==> src/rtl/npc_bus_pkg.sv <==
// Shared bus definitions for the core memory port: FSM encodings, master ids, default widths.
package npc_bus_pkg;

  localparam int unsigned DEF_ADDR_W = 32;
  localparam int unsigned DEF_DATA_W = 32;
  localparam int unsigned DEF_MASK_W = 8;

  typedef enum logic [1:0] {
    ST_IDLE = 2'd0,
    ST_REQ  = 2'd1,
    ST_RESP = 2'd2
  } state_e;

  typedef enum logic {
    GNT_IFU = 1'b0,
    GNT_LSU = 1'b1
  } gnt_e;

endpackage

==> src/rtl/mem_port_arbiter_if.sv <==
// Bundle of IFU, LSU and slave handshakes around the shared memory port.
interface mem_port_arbiter_if
  import npc_bus_pkg::*;
#(
  parameter int unsigned ADDR_W = DEF_ADDR_W,
  parameter int unsigned DATA_W = DEF_DATA_W,
  parameter int unsigned MASK_W = DEF_MASK_W
);

  logic              ifu_req_valid;
  logic              ifu_req_ready;
  logic [ADDR_W-1:0] ifu_req_addr;
  logic              ifu_resp_valid;
  logic              ifu_resp_ready;
  logic [DATA_W-1:0] ifu_resp_rdata;
  logic              ifu_resp_err;

  logic              lsu_req_valid;
  logic              lsu_req_ready;
  logic [ADDR_W-1:0] lsu_req_addr;
  logic              lsu_req_wen;
  logic [DATA_W-1:0] lsu_req_wdata;
  logic [MASK_W-1:0] lsu_req_wmask;
  logic              lsu_resp_valid;
  logic              lsu_resp_ready;
  logic [DATA_W-1:0] lsu_resp_rdata;
  logic              lsu_resp_err;

  logic              s_req_valid;
  logic              s_req_ready;
  logic [ADDR_W-1:0] s_req_addr;
  logic              s_req_wen;
  logic [DATA_W-1:0] s_req_wdata;
  logic [MASK_W-1:0] s_req_wmask;
  logic              s_resp_valid;
  logic              s_resp_ready;
  logic [DATA_W-1:0] s_resp_rdata;
  logic              s_resp_err;

  // Arbiter view.
  modport slave (
    input  ifu_req_valid, ifu_req_addr, ifu_resp_ready,
    input  lsu_req_valid, lsu_req_addr, lsu_req_wen, lsu_req_wdata, lsu_req_wmask, lsu_resp_ready,
    input  s_req_ready, s_resp_valid, s_resp_rdata, s_resp_err,
    output ifu_req_ready, ifu_resp_valid, ifu_resp_rdata, ifu_resp_err,
    output lsu_req_ready, lsu_resp_valid, lsu_resp_rdata, lsu_resp_err,
    output s_req_valid, s_req_addr, s_req_wen, s_req_wdata, s_req_wmask, s_resp_ready
  );

  // Requesters-plus-memory view.
  modport master (
    output ifu_req_valid, ifu_req_addr, ifu_resp_ready,
    output lsu_req_valid, lsu_req_addr, lsu_req_wen, lsu_req_wdata, lsu_req_wmask, lsu_resp_ready,
    output s_req_ready, s_resp_valid, s_resp_rdata, s_resp_err,
    input  ifu_req_ready, ifu_resp_valid, ifu_resp_rdata, ifu_resp_err,
    input  lsu_req_ready, lsu_resp_valid, lsu_resp_rdata, lsu_resp_err,
    input  s_req_valid, s_req_addr, s_req_wen, s_req_wdata, s_req_wmask, s_resp_ready
  );

endinterface

==> src/rtl/mem_port_arbiter_rr_arb2.sv <==
// Two-way round-robin pick: a lone requester wins, a tie goes to the one not granted last.
module rr_arb2
  import npc_bus_pkg::*;
(
  input  logic req0,
  input  logic req1,
  input  gnt_e last_grant,
  output logic grant_valid,
  output gnt_e grant
);

  // Combinational winner selection.
  always_comb begin
    grant_valid = req0 | req1;
    grant       = GNT_IFU;
    if (req0 && req1) begin
      grant = (last_grant == GNT_IFU) ? GNT_LSU : GNT_IFU;
    end else if (req1) begin
      grant = GNT_LSU;
    end
  end

endmodule

==> src/rtl/mem_port_arbiter.sv <==
// Shares the single memory port between IFU and LSU, one outstanding transaction at a time.
module mem_port_arbiter
  import npc_bus_pkg::*;
#(
  parameter int unsigned ADDR_W = DEF_ADDR_W,
  parameter int unsigned DATA_W = DEF_DATA_W,
  parameter int unsigned MASK_W = DEF_MASK_W
) (
  input logic               clk,
  input logic               rst,
  mem_port_arbiter_if.slave bus
);

  typedef struct packed {
    logic [ADDR_W-1:0] addr;
    logic              wen;
    logic [DATA_W-1:0] wdata;
    logic [MASK_W-1:0] wmask;
  } req_t;

  state_e state_q, state_d;
  gnt_e   grant_q, grant_d;   // doubles as last_grant for the round-robin
  req_t   req_q, req_d;
  logic   s_req_valid_q, s_req_valid_d;
  logic   arb_valid;
  gnt_e   arb_grant;

  rr_arb2 u_arb (
    .req0        (bus.ifu_req_valid),
    .req1        (bus.lsu_req_valid),
    .last_grant  (grant_q),
    .grant_valid (arb_valid),
    .grant       (arb_grant)
  );

  // State, grant and latched request payload.
  always_ff @(posedge clk) begin
    if (rst) begin
      state_q       <= ST_IDLE;
      grant_q       <= GNT_IFU;
      req_q         <= '0;
      s_req_valid_q <= 1'b0;
    end else begin
      state_q       <= state_d;
      grant_q       <= grant_d;
      req_q         <= req_d;
      s_req_valid_q <= s_req_valid_d;
    end
  end

  // Next state, grant/latch in IDLE, response routing in RESP.
  always_comb begin
    state_d            = state_q;
    grant_d            = grant_q;
    req_d              = req_q;
    s_req_valid_d      = 1'b0;
    bus.ifu_req_ready  = 1'b0;
    bus.lsu_req_ready  = 1'b0;
    bus.ifu_resp_valid = 1'b0;
    bus.ifu_resp_rdata = '0;
    bus.ifu_resp_err   = 1'b0;
    bus.lsu_resp_valid = 1'b0;
    bus.lsu_resp_rdata = '0;
    bus.lsu_resp_err   = 1'b0;
    bus.s_resp_ready   = 1'b0;

    unique case (state_q)
      ST_IDLE: begin
        if (arb_valid && !rst) begin
          grant_d       = arb_grant;
          state_d       = ST_REQ;
          s_req_valid_d = 1'b1;
          if (arb_grant == GNT_LSU) begin
            bus.lsu_req_ready = 1'b1;
            req_d.addr        = bus.lsu_req_addr;
            req_d.wen         = bus.lsu_req_wen;
            req_d.wdata       = bus.lsu_req_wdata;
            req_d.wmask       = bus.lsu_req_wmask;
          end else begin
            bus.ifu_req_ready = 1'b1;
            req_d.addr        = bus.ifu_req_addr;
            req_d.wen         = 1'b0;
            req_d.wdata       = '0;
            req_d.wmask       = '0;
          end
        end
      end
      ST_REQ: begin
        s_req_valid_d = 1'b1;
        if (bus.s_req_ready) begin
          s_req_valid_d = 1'b0;
          state_d       = ST_RESP;
        end
      end
      ST_RESP: begin
        if (grant_q == GNT_IFU) begin
          bus.ifu_resp_valid = bus.s_resp_valid;
          bus.ifu_resp_rdata = bus.s_resp_rdata;
          bus.ifu_resp_err   = bus.s_resp_err;
          bus.s_resp_ready   = bus.ifu_resp_ready;
        end else begin
          bus.lsu_resp_valid = bus.s_resp_valid;
          bus.lsu_resp_rdata = bus.s_resp_rdata;
          bus.lsu_resp_err   = bus.s_resp_err;
          bus.s_resp_ready   = bus.lsu_resp_ready;
        end
        if (bus.s_resp_valid && bus.s_resp_ready) begin
          state_d = ST_IDLE;
        end
      end
      default: state_d = ST_IDLE;
    endcase
  end

  assign bus.s_req_valid = s_req_valid_q;
  assign bus.s_req_addr  = req_q.addr;
  assign bus.s_req_wen   = req_q.wen;
  assign bus.s_req_wdata = req_q.wdata;
  assign bus.s_req_wmask = req_q.wmask;

endmodule

==> src/flat_wrapper.sv <==
// flat-port wrapper written by rule: the top's interface ports become plain ports
module mem_port_arbiter_flat import npc_bus_pkg::*;
#(
  parameter int unsigned ADDR_W = DEF_ADDR_W,
  parameter int unsigned DATA_W = DEF_DATA_W,
  parameter int unsigned MASK_W = DEF_MASK_W
)
  (clk, rst, bus_ifu_req_valid, bus_ifu_req_addr, bus_ifu_resp_ready, bus_lsu_req_valid, bus_lsu_req_addr, bus_lsu_req_wen, bus_lsu_req_wdata, bus_lsu_req_wmask, bus_lsu_resp_ready, bus_s_req_ready, bus_s_resp_valid, bus_s_resp_rdata, bus_s_resp_err, bus_ifu_req_ready, bus_ifu_resp_valid, bus_ifu_resp_rdata, bus_ifu_resp_err, bus_lsu_req_ready, bus_lsu_resp_valid, bus_lsu_resp_rdata, bus_lsu_resp_err, bus_s_req_valid, bus_s_req_addr, bus_s_req_wen, bus_s_req_wdata, bus_s_req_wmask, bus_s_resp_ready);
  mem_port_arbiter_if #(.ADDR_W(ADDR_W), .DATA_W(DATA_W), .MASK_W(MASK_W)) bus_i ();
  input logic clk;
  input logic rst;
  input wire logic [$bits(bus_i.ifu_req_valid)-1:0] bus_ifu_req_valid;
  input wire logic [$bits(bus_i.ifu_req_addr)-1:0] bus_ifu_req_addr;
  input wire logic [$bits(bus_i.ifu_resp_ready)-1:0] bus_ifu_resp_ready;
  input wire logic [$bits(bus_i.lsu_req_valid)-1:0] bus_lsu_req_valid;
  input wire logic [$bits(bus_i.lsu_req_addr)-1:0] bus_lsu_req_addr;
  input wire logic [$bits(bus_i.lsu_req_wen)-1:0] bus_lsu_req_wen;
  input wire logic [$bits(bus_i.lsu_req_wdata)-1:0] bus_lsu_req_wdata;
  input wire logic [$bits(bus_i.lsu_req_wmask)-1:0] bus_lsu_req_wmask;
  input wire logic [$bits(bus_i.lsu_resp_ready)-1:0] bus_lsu_resp_ready;
  input wire logic [$bits(bus_i.s_req_ready)-1:0] bus_s_req_ready;
  input wire logic [$bits(bus_i.s_resp_valid)-1:0] bus_s_resp_valid;
  input wire logic [$bits(bus_i.s_resp_rdata)-1:0] bus_s_resp_rdata;
  input wire logic [$bits(bus_i.s_resp_err)-1:0] bus_s_resp_err;
  output wire logic [$bits(bus_i.ifu_req_ready)-1:0] bus_ifu_req_ready;
  output wire logic [$bits(bus_i.ifu_resp_valid)-1:0] bus_ifu_resp_valid;
  output wire logic [$bits(bus_i.ifu_resp_rdata)-1:0] bus_ifu_resp_rdata;
  output wire logic [$bits(bus_i.ifu_resp_err)-1:0] bus_ifu_resp_err;
  output wire logic [$bits(bus_i.lsu_req_ready)-1:0] bus_lsu_req_ready;
  output wire logic [$bits(bus_i.lsu_resp_valid)-1:0] bus_lsu_resp_valid;
  output wire logic [$bits(bus_i.lsu_resp_rdata)-1:0] bus_lsu_resp_rdata;
  output wire logic [$bits(bus_i.lsu_resp_err)-1:0] bus_lsu_resp_err;
  output wire logic [$bits(bus_i.s_req_valid)-1:0] bus_s_req_valid;
  output wire logic [$bits(bus_i.s_req_addr)-1:0] bus_s_req_addr;
  output wire logic [$bits(bus_i.s_req_wen)-1:0] bus_s_req_wen;
  output wire logic [$bits(bus_i.s_req_wdata)-1:0] bus_s_req_wdata;
  output wire logic [$bits(bus_i.s_req_wmask)-1:0] bus_s_req_wmask;
  output wire logic [$bits(bus_i.s_resp_ready)-1:0] bus_s_resp_ready;
  assign bus_i.ifu_req_valid = bus_ifu_req_valid;
  assign bus_i.ifu_req_addr = bus_ifu_req_addr;
  assign bus_i.ifu_resp_ready = bus_ifu_resp_ready;
  assign bus_i.lsu_req_valid = bus_lsu_req_valid;
  assign bus_i.lsu_req_addr = bus_lsu_req_addr;
  assign bus_i.lsu_req_wen = bus_lsu_req_wen;
  assign bus_i.lsu_req_wdata = bus_lsu_req_wdata;
  assign bus_i.lsu_req_wmask = bus_lsu_req_wmask;
  assign bus_i.lsu_resp_ready = bus_lsu_resp_ready;
  assign bus_i.s_req_ready = bus_s_req_ready;
  assign bus_i.s_resp_valid = bus_s_resp_valid;
  assign bus_i.s_resp_rdata = bus_s_resp_rdata;
  assign bus_i.s_resp_err = bus_s_resp_err;
  assign bus_ifu_req_ready = bus_i.ifu_req_ready;
  assign bus_ifu_resp_valid = bus_i.ifu_resp_valid;
  assign bus_ifu_resp_rdata = bus_i.ifu_resp_rdata;
  assign bus_ifu_resp_err = bus_i.ifu_resp_err;
  assign bus_lsu_req_ready = bus_i.lsu_req_ready;
  assign bus_lsu_resp_valid = bus_i.lsu_resp_valid;
  assign bus_lsu_resp_rdata = bus_i.lsu_resp_rdata;
  assign bus_lsu_resp_err = bus_i.lsu_resp_err;
  assign bus_s_req_valid = bus_i.s_req_valid;
  assign bus_s_req_addr = bus_i.s_req_addr;
  assign bus_s_req_wen = bus_i.s_req_wen;
  assign bus_s_req_wdata = bus_i.s_req_wdata;
  assign bus_s_req_wmask = bus_i.s_req_wmask;
  assign bus_s_resp_ready = bus_i.s_resp_ready;
  mem_port_arbiter #(.ADDR_W(ADDR_W), .DATA_W(DATA_W), .MASK_W(MASK_W)) u_core (.clk(clk), .rst(rst), .bus(bus_i));
endmodule
==> config.mk <==
export PLATFORM = sky130hd
export DESIGN_NAME = mem_port_arbiter_flat
export DESIGN_NICKNAME = d
export VERILOG_FILES = /design/src/rtl/npc_bus_pkg.sv /design/src/rtl/mem_port_arbiter_if.sv /design/src/rtl/mem_port_arbiter_rr_arb2.sv /design/src/rtl/mem_port_arbiter.sv /design/src/flat_wrapper.sv
export SDC_FILE = /design/constraint.sdc
export NUM_CORES = 1
export LEC_CHECK = 0
export BUFFER_PORTS_ARGS = -buffer_cell sky130_fd_sc_hd__buf_4
export CAP_MARGIN = 15
export CELL_PAD_IN_SITES_DETAIL_PLACEMENT = 2
export CELL_PAD_IN_SITES_GLOBAL_PLACEMENT = 2
export CORE_MARGIN = 2
export CORE_UTILIZATION = 20
export CTS_CLUSTER_DIAMETER = 150
export DETAILED_ROUTE_END_ITERATION = 10
export PLACE_DENSITY = 0.89
export SETUP_SLACK_MARGIN = 0.3
export SLEW_MARGIN = 20
export SYNTH_ARGS = -nofsm -noshare
export SYNTH_HDL_FRONTEND = slang
export SYNTH_SLANG_ARGS = --single-unit
==> constraint.sdc <==
create_clock -name clk -period 1.5 [get_ports clk]
set_input_delay 0.15 -clock clk [delete_from_list [all_inputs] [get_ports clk]]
set_output_delay 0.15 -clock clk [all_outputs]
set_load 0.01 [all_outputs]
# Yosys cells after proc, flatten, opt, wreduce, memory -nomap -nowiden
# Cells that the tools add are included.
# word_totals
word_cells	52
output_inout_bits	145
register_bits	77
# op_classes
n_bitwise	1
reduce_logical	7
eq_ne	5
mux	32
# op_table
op	count
two-way mux 32 bit	4
two-way mux 73 bit	1
two-way mux 1 bit	22
two-way mux 2 bit	3
one-hot mux 2 bit (3 select lines)	1
inequality test 2 x 1 -> 1 bit, second input constant	2
logical AND 1 bit	3
AND reduction 3 bit	1
equality test 2 x 1 -> 1 bit, second input constant	1
equality test 2 bit, second input constant	1
zero test 2 bit	1
inequality test 2 bit, second input constant	1
one-hot mux 1 bit (2 select lines)	1
AND reduction 2 bit	1
zero test 1 bit	1
OR 1 bit	1

# Depth between registers and ports, before layout
# Gate-level depths: netlist of run 1.
# logic_depth
depth_word	5
mapped_depth	6
depth_no_buf	3

# Hierarchy
# From an unflattened synthesis of run 1, not the netlist that was laid out.
# unflattened
hier_cells	427
hier_area_um2	3525.9
# modules_own_cells
mod	cells_per_inst	seq_area_each_um2	instances	area_per_inst_um2
mem_port_arbiter	425	1541.5	1	3512.1
rr_arb2	2	0.0	1	13.8

# Least setup slack after synthesis of run 1
# Ideal clock, no wire load.
# synth_path
kind	reg2reg
start	reg u_core.state_q[0]
end	reg u_core.req_q, in the netlist u_core.bus.s_req_wdata[15]
path_slack_ns	0.180
required_ns	1.368
path_buffers	2
period_less_slack_ns	1.320
stages_incl_launch_ff	6
t_arrival_ns	1.188
path_cell_list	dfxtp_1 > or3_1 > buf_4 > buf_2 > o21ai_1 > a21oi_1
# synth_via
elab_chain_cells	2
# synth_lines
item	line_no	source
start: declaration	mem_port_arbiter.sv:21	state_e state_q, state_d;
start signal: assignment	mem_port_arbiter.sv:44	state_q <= state_d;
zero test 2 bit	mem_port_arbiter.sv:67	unique case (state_q)
AND reduction 2 bit (no line)	n/a	
end signal: assignment	mem_port_arbiter.sv:46	req_q <= req_d;
end: declaration	mem_port_arbiter.sv:23	req_t req_q, req_d;
# Every way passes these cells.
# A chain may end at the register's enable or synchronous reset.

# Worst setup path in the final report of run 1
# layout_path
start	reg u_core.state_q[0]
end	out bus_lsu_resp_rdata[29]
# layout_via
elab_chain_cells	2
# layout_lines
item	line_no	source
equality test 2 bit	mem_port_arbiter.sv:67	
two-way mux 32 bit	mem_port_arbiter.sv:67	
end: declaration	flat_wrapper.sv:31	output wire logic [$bits(bus_i.lsu_resp_rdata)-1:0] bus_lsu_resp_rdata;
# Every way passes these cells.

==> reports/qor.yml, run 1 <==
fin_tns_setup_ns: -19.60
critPathTopFamily: "buffers and inverters"
ys_warn_count: 0
vias_per_cell: 4.917
power.ir.vdd_worst_mv: 0.5616
seq_area_sq_um: 1548
synth_area_per_cell_sq_um: 7.968
period_needed_ns: 1.768
clk_pin_slew_worst_paths_ns: 0.06
synth-edff-count: 0
placed_cell_area_sq_um: 6414
slowest_delay_ns: 0.33
slew_headroom: 0.5979
max-cap-violations: 0
drc: 0
critPathKind: "reg -> out"
wl_per_cell_um: 22.21
cts_tree: "yes"
clock-sinks: 77
r2r_cells: 10
multiInputGateArea_sq_um: 2366
dieArea_sq_um: 20040
grt.overflow.total: 0
drt-total-wl_um: 22860
synth_top_area_share: 0.4073
hold_viol_final: 0
h-tree-depth: 3
critPathMaxFanout: 8
firstDrtPassIters: 4
grt_pass1_wl_um: 33150
first_iter_violations: 143
critPathSlowestCell: "dfxtp_2"
finalCritPeriodShare: 1.179
clock_path_buffers: 2
dieWidth_um: 141.6
arrival_ns: 1.62
dr_total_vias: 5060
reg2reg_from: "u_core.state_q[0]"
hold_depth: 2
setup_viol: 136
io_pins: 291
synthesis.instances: 475
fillCellCount: 2009
antenna_found_initial: 0
min_from: "bus_s_req_ready"
end_kind: "output port"
cp.required_ns: 1.35
tightest_slew_ns: 0.6031
outcome: "complete, but fails checks"
cp_cell_sequence: "buf_6 -> inv_2 -> and3_4 -> clkbuf_16 -> and2_1 -> buf_4"
violations: "negative setup slack"
clock_skew_ns: 0.009888
post-route-util: 0.4268
hp-class: "in -> reg"
ctsHoldBuffers: 0
hpwl_um: 14480
io_buffer_count: 290
timing.hold.ws_ns: 0.04214
grt_max_degree: 45
synthFlopType: "dfxtp_1"
initial_core_util: 0.2030
min_to: "u_core.state_q[0]"
syn_to_final_growth_pct: 110.2
grt_pass1_vias: 5454
p_leak_nw: 3.513
ys_seq_area_frac: 0.4073
rows: 50
start_kind: "flip-flop"
rsz0062_at_grt: "yes"
fin_area_sq_um: 7958
synthTopCellsByArea: "dfxtp_1 (41%), and2_1 (11%), a21oi_1 (9.9%)"
clk_latency_ns: 0.34
die_h_um: 141.6
critPathBufInv: 4
nNetsFinal: 937
place_inst: 976
fp.coreArea_sq_um: 18640
r2r_end: "u_core.bus.s_req_addr[31]"
antenna_left: 0
syn_nets: 621
synth-async-reset-ratio: 0
synthDistinctLibCells: 30
pwr_density_cell_nw_per_um2: 872.1
cts_made_buffers: 9
antennaDiodeCount: 0
ys_ff_latch: 77
reg2reg_setup_slack_ns: -0.17
grt_use_total: 0.2164
synth_commonest_cells: "dfxtp_1 (77), a21oi_1 (75), and2_1 (67)"
fmax_ghz: 0.5655
slew_violations: 0
yosysTopAreaCell: "dfxtp_1"
syn-cell-area_sq_um: 3785
yosysMostFrequentCell: "dfxtp_1"
drive_above_1_share: 0.6038
gp_congestion: 0.7374
setup_ws_ns: -0.2682
final_cells: 1029
worstSetupStartpoint: "u_core.state_q[0]"
clock-root-buffer: "clkbuf_16"
placed cells by master (no fill, tap or decap), types with 2 or more instances in the layout:
cell type	synthesis	final
and2_4	0	37
nand2_1	65	64
nand4_1	41	41
buf_12	0	19
nor3_4	0	2
o41ai_2	0	2
buf_4	9	270
dfxtp_2	0	2
buf_6	4	53
a21oi_4	0	2
bufinv_16	0	2
a311oi_2	0	10
and2_1	67	30
clkbuf_16	0	13
buf_16	0	10
a21oi_2	0	35
nor2_4	1	4
a311oi_1	32	22
o21ai_1	27	41
dfxtp_1	77	74
buf_8	0	3
inv_2	0	2
a21oi_1	75	38
state kept, by name (all words and copies together) (netlist names):
register and cells:
u_core.bus.s_req_addr 32, u_core.bus.s_req_wdata 32, u_core.bus.s_req_wmask 8, u_core.state_q 2, u_core.bus.s_req_valid 1, u_core.bus.s_req_wen 1, u_core.grant_q 1
stage by stage:
step | setup WS (ns) | total power [mW]
CTS | -0.3031 | 6.868
global placement | 0.03811 | 3.916
finish | -0.2682 | 6.940
detailed placement | 0.0001695 | 3.967
global route | -0.3385 | 7.261
floorplan | 0.2344 | 3.024
layer usage:
metal / global-route usage / routed length [um]
met1: 0.2524 / 9212
met2: 0.3947 / 11800
met3: 0.05501 / 1347
met4: 0.05474 / 496
met5: 0 / 0
worst reg2reg max path, delay by kind of cell, from the launching register on:
kind            cells  cell delay, ns
buf+inv             7            0.86
compound gates      2            0.25
simple gates        1            0.14
flops               1            0.33
final cells by class:
class	instances	share of cell area
timing repair buffer	359	0.4303
multi-input combinational	341	0.2973
sequential	77	0.1945
tap	234	0.03679
clock buffer	11	0.03050
clock inverter	4	0.009119
inverter	3	0.001415
where the power goes:
part           leakage [nW]  switching, mW  total, mW  internal [mW]
Clock                 0.152          0.888       2.38           1.49
Combinational          2.73           1.03       2.25           1.22
Sequential            0.631          0.108       2.31           2.20
cell families after synthesis:
| logic type | count (synthesis) | share of synthesized area |
|---|---|---|
| AND/OR/NAND/NOR | 186 | 0.2681 |
| AO/OA/AOI/OAI | 154 | 0.2410 |
| flip-flops | 77 | 0.4073 |
| buffers and inverters | 57 | 0.08099 |
| multiplexers | 1 | 0.002645 |
how the worst max path moves through the flow:
stage / endpoint / slack (ns) / cells after the start
5_1_grt: bus_lsu_resp_rdata[29] / -0.34 / 6
3_5_place_dp: u_core.bus.s_req_wdata[3] / 0.0002 / 4
4_1_cts: bus_ifu_resp_rdata[19] / -0.30 / 7
3_3_place_gp: u_core.bus.s_req_addr[7] / 0.04 / 4
6_report: bus_lsu_resp_rdata[29] / -0.27 / 6
2_1_floorplan: u_core.bus.s_req_addr[17] / 0.23 / 5
repair_timing:
action	CTS	global route
buffers inserted	18	6
hold endpoints to repair	0	0
pin swaps	138	34
cloned	10	4
setup endpoints to repair	148	148
gates resized for setup	111	72
Note: power is estimated with default switching activity, not from simulation.
==> run 2: changes to the inputs <==
--- a/config.mk
+++ b/config.mk
@@ -6,9 +6,9 @@
 export NUM_CORES = 1
 export LEC_CHECK = 0
 export BUFFER_PORTS_ARGS = -buffer_cell sky130_fd_sc_hd__buf_4
-export CAP_MARGIN = 15
 export CELL_PAD_IN_SITES_DETAIL_PLACEMENT = 2
 export CELL_PAD_IN_SITES_GLOBAL_PLACEMENT = 2
+export CORE_ASPECT_RATIO = 1.25
 export CORE_MARGIN = 2
 export CORE_UTILIZATION = 20
 export CTS_CLUSTER_DIAMETER = 150
==> reports/qor.yml, run 2 (synthesis gave the netlist of run 1 again) <==
first_iter_violations: 189  # +32%
hold_viol_final: 0  # unchanged
grt_pass1_wl_um: 31330  # -5.5%
nNetsFinal: 939  # +0.21%
finalCritPeriodShare: 1.123  # -0.05579
r2r_cells: 7  # -3
slew_headroom: 0.4563  # -0.1417
setup_viol: 140  # +2.9%
drive_above_1_share: 0.6216  # +0.01778
end_kind: "output port"
hpwl_um: 14720  # +1.6%
fmax_ghz: 0.5936  # +5.0%
initial_core_util: 0.2031  # about the same
pwr_density_cell_nw_per_um2: 873.8  # +0.20%
grt_pass1_vias: 5287  # -3.1%
syn_to_final_growth_pct: 115.0
clock-sinks: 77  # unchanged
dr_total_vias: 5066  # +0.12%
dr_wl_met3_um: 1779  # +32%
power.ir.vdd_worst_mv: 0.4841  # -14%
grt_max_degree: 78  # +73%
cts_tree: "yes"
violations: "negative setup slack"
max-cap-violations: 0  # unchanged
min_from: "bus_s_req_ready"
final_common_cell: "buf_4"
die_h_um: 157.8  # +11%
clock_skew_ns: 0.006742  # -0.003146 ns
arrival_ns: 1.53  # -0.09 ns
clock-root-buffer: "clkbuf_16"
cpMostUsedCell: "buf_4"
wl_per_cell_um: 21.87  # -1.5%
placed_cell_area_sq_um: 6369  # -0.70%
cp.required_ns: 1.35  # about the same
outcome: "complete, but fails checks"
critPathSlowestCell: "dfxtp_4"
drt-total-wl_um: 22570  # -1.2%
reg2reg_setup_slack_ns: -0.11  # +0.06 ns
rows: 56  # +12%
critPathKind: "reg -> out"
fin_tns_setup_ns: -12.27  # +7.334 ns
r2r_end: "u_core.bus.s_req_addr[12]"
cts_made_buffers: 9  # unchanged
highest_layer: "met5"
multiInputGateArea_sq_um: 2531  # +7.0%
clock_path_buffers: 2  # unchanged
post-route-util: 0.4367  # +0.009848
clk_latency_ns: 0.35  # about the same
start_kind: "flip-flop"
slowest_delay_ns: 0.35  # +0.02 ns
gp_congestion: 0.7459  # +1.2%
io_buffer_count: 290  # unchanged
antenna_found_initial: 4  # +4
h-tree-depth: 3  # unchanged
reg2reg_from: "u_core.state_q[1]"
grt.overflow.total: 0  # unchanged
setup_ws_ns: -0.1846  # +0.08368 ns
fillCellCount: 1996  # -0.65%
antenna_left: 0  # unchanged
rsz0062_at_grt: "yes"
wl_met1_um: 8002  # -13%
cp_cell_sequence: "buf_4 -> nor2_4 -> buf_4 -> buf_12 -> and2_1 -> buf_4"
dieArea_sq_um: 20050  # about the same
io_pins: 291  # unchanged
wl_met2_um: 12460  # +5.6%
clk_pin_slew_worst_paths_ns: 0.06  # about the same
final_cell_mix: "buf_4 (287), dfxtp_1 (74), nand2_1 (64)"
ctsHoldBuffers: 0  # unchanged
hold_depth: 2  # unchanged
vias_per_cell: 4.909  # -0.17%
slew_violations: 0  # unchanged
fp.coreArea_sq_um: 18640  # about the same
p_leak_nw: 3.543  # +0.85%
drc: 0  # unchanged
hp-class: "in -> reg"
tightest_slew_ns: 0.8156  # +0.2125 ns
period_needed_ns: 1.685  # -0.08368 ns
critPathMaxFanout: 9  # +1
firstDrtPassIters: 4  # unchanged
min_to: "u_core.state_q[0]"
seq_area_sq_um: 1548  # unchanged
fin_area_sq_um: 8139  # +2.3%
dieWidth_um: 127.0  # -10%
grt_use_total: 0.2058  # -0.01060
==> run 2: how the worst max path moves through the flow <==
stage                            from                        end  cells past startpoint
floorplan           u_core.state_q[1]  u_core.bus.s_req_addr[17]                      5
global placement    u_core.state_q[1]  u_core.bus.s_req_addr[28]                      4
detailed placement  u_core.state_q[1]  u_core.bus.s_req_wmask[3]                      4
CTS                 u_core.state_q[1]      bus_ifu_resp_rdata[7]                      7
global route        u_core.state_q[1]     bus_ifu_resp_rdata[31]                      7
finish                 u_core.grant_q      bus_ifu_resp_rdata[2]                      6
==> run 2: cell type report <==
| type | instances | share of cell area |
|---|---|---|
| Timing Repair Buffer | 361 | 0.4214 |
| Multi-Input combinational cell | 341 | 0.3110 |
| Sequential cell | 77 | 0.1902 |
| Tap cell | 232 | 0.03566 |
| Clock buffer | 9 | 0.02767 |
| Clock inverter | 7 | 0.01214 |
| Inverter | 3 | 0.001384 |
| Antenna cell | 2 | 0.0006149 |
==> run 2: layer usage <==
| metal | vias to the layer above | GRT usage |
|---|---|---|
| met5 | - | 0 |
| met4 | 4 | 0.04082 |
| met3 | 25 | 0.07165 |
| met2 | 215 | 0.4019 |
| met1 | 2471 | 0.2113 |
| li1 | 2351 | - |
==> run 2: report_power, final <==
part / total [mW] / switching [mW] / internal [mW]
clock: 2.44 / 0.972 / 1.47
sequential: 2.30 / 0.103 / 2.20
combinational: 2.37 / 1.09 / 1.28
total: 7.11 / 2.17 / 4.95
==> run 2: critical path, delay by kind of cell, from the launching register on <==
kind / cells / cell delay, ns
buffers and inverters: 4 / 0.53
flip-flops: 1 / 0.35
AND/OR/NAND/NOR: 2 / 0.30
==> run 2: what timing repair did <==
item,4_1_cts,5_1_grt
setup endpoints to repair,146,147
pin swaps,33,32
buffers inserted,18,10
cloned,10,6
resized for setup,107,82
==> run 2: per-stage QoR <==
stage               hold WS, ns  worst slack [ns]  power [mW]  instances
global route            0.02283           -0.2616       7.437       1030
floorplan                0.2523            0.2344       3.024        475
global placement         0.3900           0.02832       3.903        970
detailed placement       0.3839          -0.03209       3.955        970
CTS                    0.005773           -0.2172       6.875       1014
finish                  0.03224           -0.1846       7.112       1032
==> run 3: changes to the inputs <==
--- a/config.mk
+++ b/config.mk
@@ -14,7 +14,6 @@
 export CTS_CLUSTER_DIAMETER = 150
 export DETAILED_ROUTE_END_ITERATION = 10
 export PLACE_DENSITY = 0.89
-export SETUP_SLACK_MARGIN = 0.3
 export SLEW_MARGIN = 20
 export SYNTH_ARGS = -nofsm -noshare
 export SYNTH_HDL_FRONTEND = slang
==> reports/qor.yml, run 3 (synthesis gave the netlist of run 1 again) <==
antenna_found_initial: 0  # -4
end_kind: "output port"
grt.overflow.total: 0  # unchanged
gp_congestion: 0.7641  # +2.4%
setup_viol: 90  # -36%
swShare: 0.3072  # +0.002816
ctsHoldBuffers: 0  # unchanged
critPathKind: "reg -> out"
fmax_ghz: 0.5907  # -0.49%
rows: 56  # unchanged
outcome: "complete, but fails checks"
initial_core_util: 0.2031  # unchanged
clock_path_buffers: 2  # unchanged
cts_made_buffers: 9  # unchanged
max-cap-violations: 0  # unchanged
setup_ws_ns: -0.1928  # -0.008214 ns
clock-root-buffer: "clkbuf_16"
fp.coreArea_sq_um: 18640  # unchanged
rsz0062_at_grt: "yes"
reg2reg_setup_slack_ns: -0.11  # about the same
hp-class: "in -> reg"
grt_pass1_vias: 5184  # -1.9%
slowest_delay_ns: 0.32  # -0.03 ns
drive_above_1_share: 0.5379  # -0.08368
slew_headroom: 0.7248  # +0.2685
clk_latency_ns: 0.34  # about the same
pwr_density_cell_nw_per_um2: 852.9  # -2.4%
firstDrtPassIters: 4  # unchanged
timing.hold.ws_ns: 0.02136  # -0.01088 ns
tightest_slew_ns: 0.4128  # -0.4027 ns
dieWidth_um: 127.0  # unchanged
io_pins: 291  # unchanged
antennaDiodeCount: 0  # -2
vias_per_cell: 4.827  # -1.7%
antenna_left: 0  # unchanged
hold_depth: 2  # unchanged
final_common_cell: "buf_4"
combPwrFrac: 0.311  # -0.023
p_int_mw: 4.359  # -12%
grt_pass1_wl_um: 29260  # -6.6%
critPathSlowestCell: "dfxtp_2"
r2r_end: "u_core.bus.s_req_wmask[7]"
r2r_cells: 7  # unchanged
die_h_um: 157.8  # unchanged
hold_viol_final: 0  # unchanged
clock_skew_ns: 0.007266  # +0.0005239 ns
final_cell_mix: "buf_4 (284), dfxtp_1 (74), nand2_1 (64)"
pwr-share-clk: 0.325  # -0.018
period_needed_ns: 1.693  # +0.008214 ns
p_leak_nw: 3.298  # -6.9%
placed_cell_area_sq_um: 6317  # -0.81%
finalCritPeriodShare: 1.129  # +0.005476
io_buffer_count: 290  # unchanged
drt-total-wl_um: 20870  # -7.6%
dr_total_vias: 4880  # -3.7%
critPathTopFamily: "buffers and inverters"
syn_to_final_growth_pct: 94.94
start_kind: "flip-flop"
critPathMaxFanout: 4  # -5
arrival_ns: 1.54  # about the same
fin_area_sq_um: 7378  # -9.3%
drc: 0  # unchanged
grt_use_total: 0.1897  # -0.01608
h-tree-depth: 3  # unchanged
clk_pin_slew_worst_paths_ns: 0.06  # about the same
switchingPower_mw: 1.933  # -11%
slew_violations: 0  # unchanged
violations: "negative setup slack"
critPathBufInv: 4  # unchanged
wl_per_cell_um: 20.64  # -5.6%
total_power_mw: 6.293  # -12%
first_iter_violations: 110  # -42%
clock-sinks: 77  # unchanged
seqPwrFrac: 0.365  # +0.042
reg2reg_from: "u_core.state_q[0]"
dieArea_sq_um: 20050  # unchanged
cp.required_ns: 1.35  # about the same
cp_cell_sequence: "buf_6 -> nor3_4 -> buf_12 -> nand3_2 -> inv_1 -> buf_4"
cp.depth: 6  # unchanged
cts_tree: "yes"
fin_tns_setup_ns: -9.745  # +2.523 ns
power.ir.vdd_worst_mv: 0.3745  # -23%
grt_max_degree: 78  # unchanged
hpwl_um: 14390  # -2.2%
nNetsFinal: 920  # -2.0%
min_from: "bus_s_req_ready"
min_to: "u_core.state_q[0]"
[run 3: metrics by stage]
| stage | worst slack, ns | std cells | util |
|---|---|---|---|
| floorplan | 0.1798 | 475 | - |
| global placement | -0.01416 | 969 | 0.3390 |
| detailed placement | -0.05147 | 969 | 0.3390 |
| CTS | -0.2589 | 1000 | 0.3763 |
| global route | -0.2582 | 1011 | 0.3959 |
| finish | -0.1928 | 1011 | 0.3959 |
[run 3: area by class of cell]
type                            count  area [sq um]
Tap cell                          232         290.3
Clock buffer                       10         229.0
Clock inverter                      6         40.04
Fill cell                        2082         11260
Sequential cell                    77          1548
Inverter                            3         13.76
Multi-Input combinational cell    341          2191
Timing Repair Buffer              342          3067
[run 3: worst max-delay path by stage]
stage | startpoint | to | slack, ns
after global routing | u_core.state_q[0] | bus_lsu_req_ready | -0.26
after floorplan | u_core.state_q[0] | u_core.bus.s_req_wdata[15] | 0.18
final | u_core.state_q[0] | bus_lsu_req_ready | -0.19
after CTS | u_core.state_q[0] | bus_lsu_resp_rdata[13] | -0.26
after global placement | u_core.state_q[0] | u_core.bus.s_req_wdata[7] | -0.01
after detailed placement | u_core.state_q[0] | u_core.bus.s_req_wdata[8] | -0.05
[run 3: what timing repair did]
item / in CTS / in global routing
endpoints found under the setup margin: 104 / 114
pin swaps: 30 / 99
setup buffers: 11 / 7
resized for setup: 69 / 55
gates cloned: 4 / 8
[run 3: power by group through the flow]
| stage | combinational [mW] | sequential [mW] | clock [mW] |
|---|---|---|---|
| floorplan | 0.612 | 2.38 | 0 |
| global placement | 1.54 | 2.32 | 0 |
| detailed placement | 1.58 | 2.33 | 0 |
| CTS | 1.70 | 2.29 | 2.12 |
| global route | 2.10 | 2.31 | 2.21 |
| finish | 1.95 | 2.29 | 2.04 |
[run 3: routing by layer]
layer / up-vias / global-route usage / part of all wire
met5: - / 0 / 0
met4: 0 / 0.06646 / 0.026
met3: 24 / 0.06083 / 0.081
met2: 218 / 0.3758 / 0.55
met1: 2342 / 0.1823 / 0.34
li1: 2296 / - / -
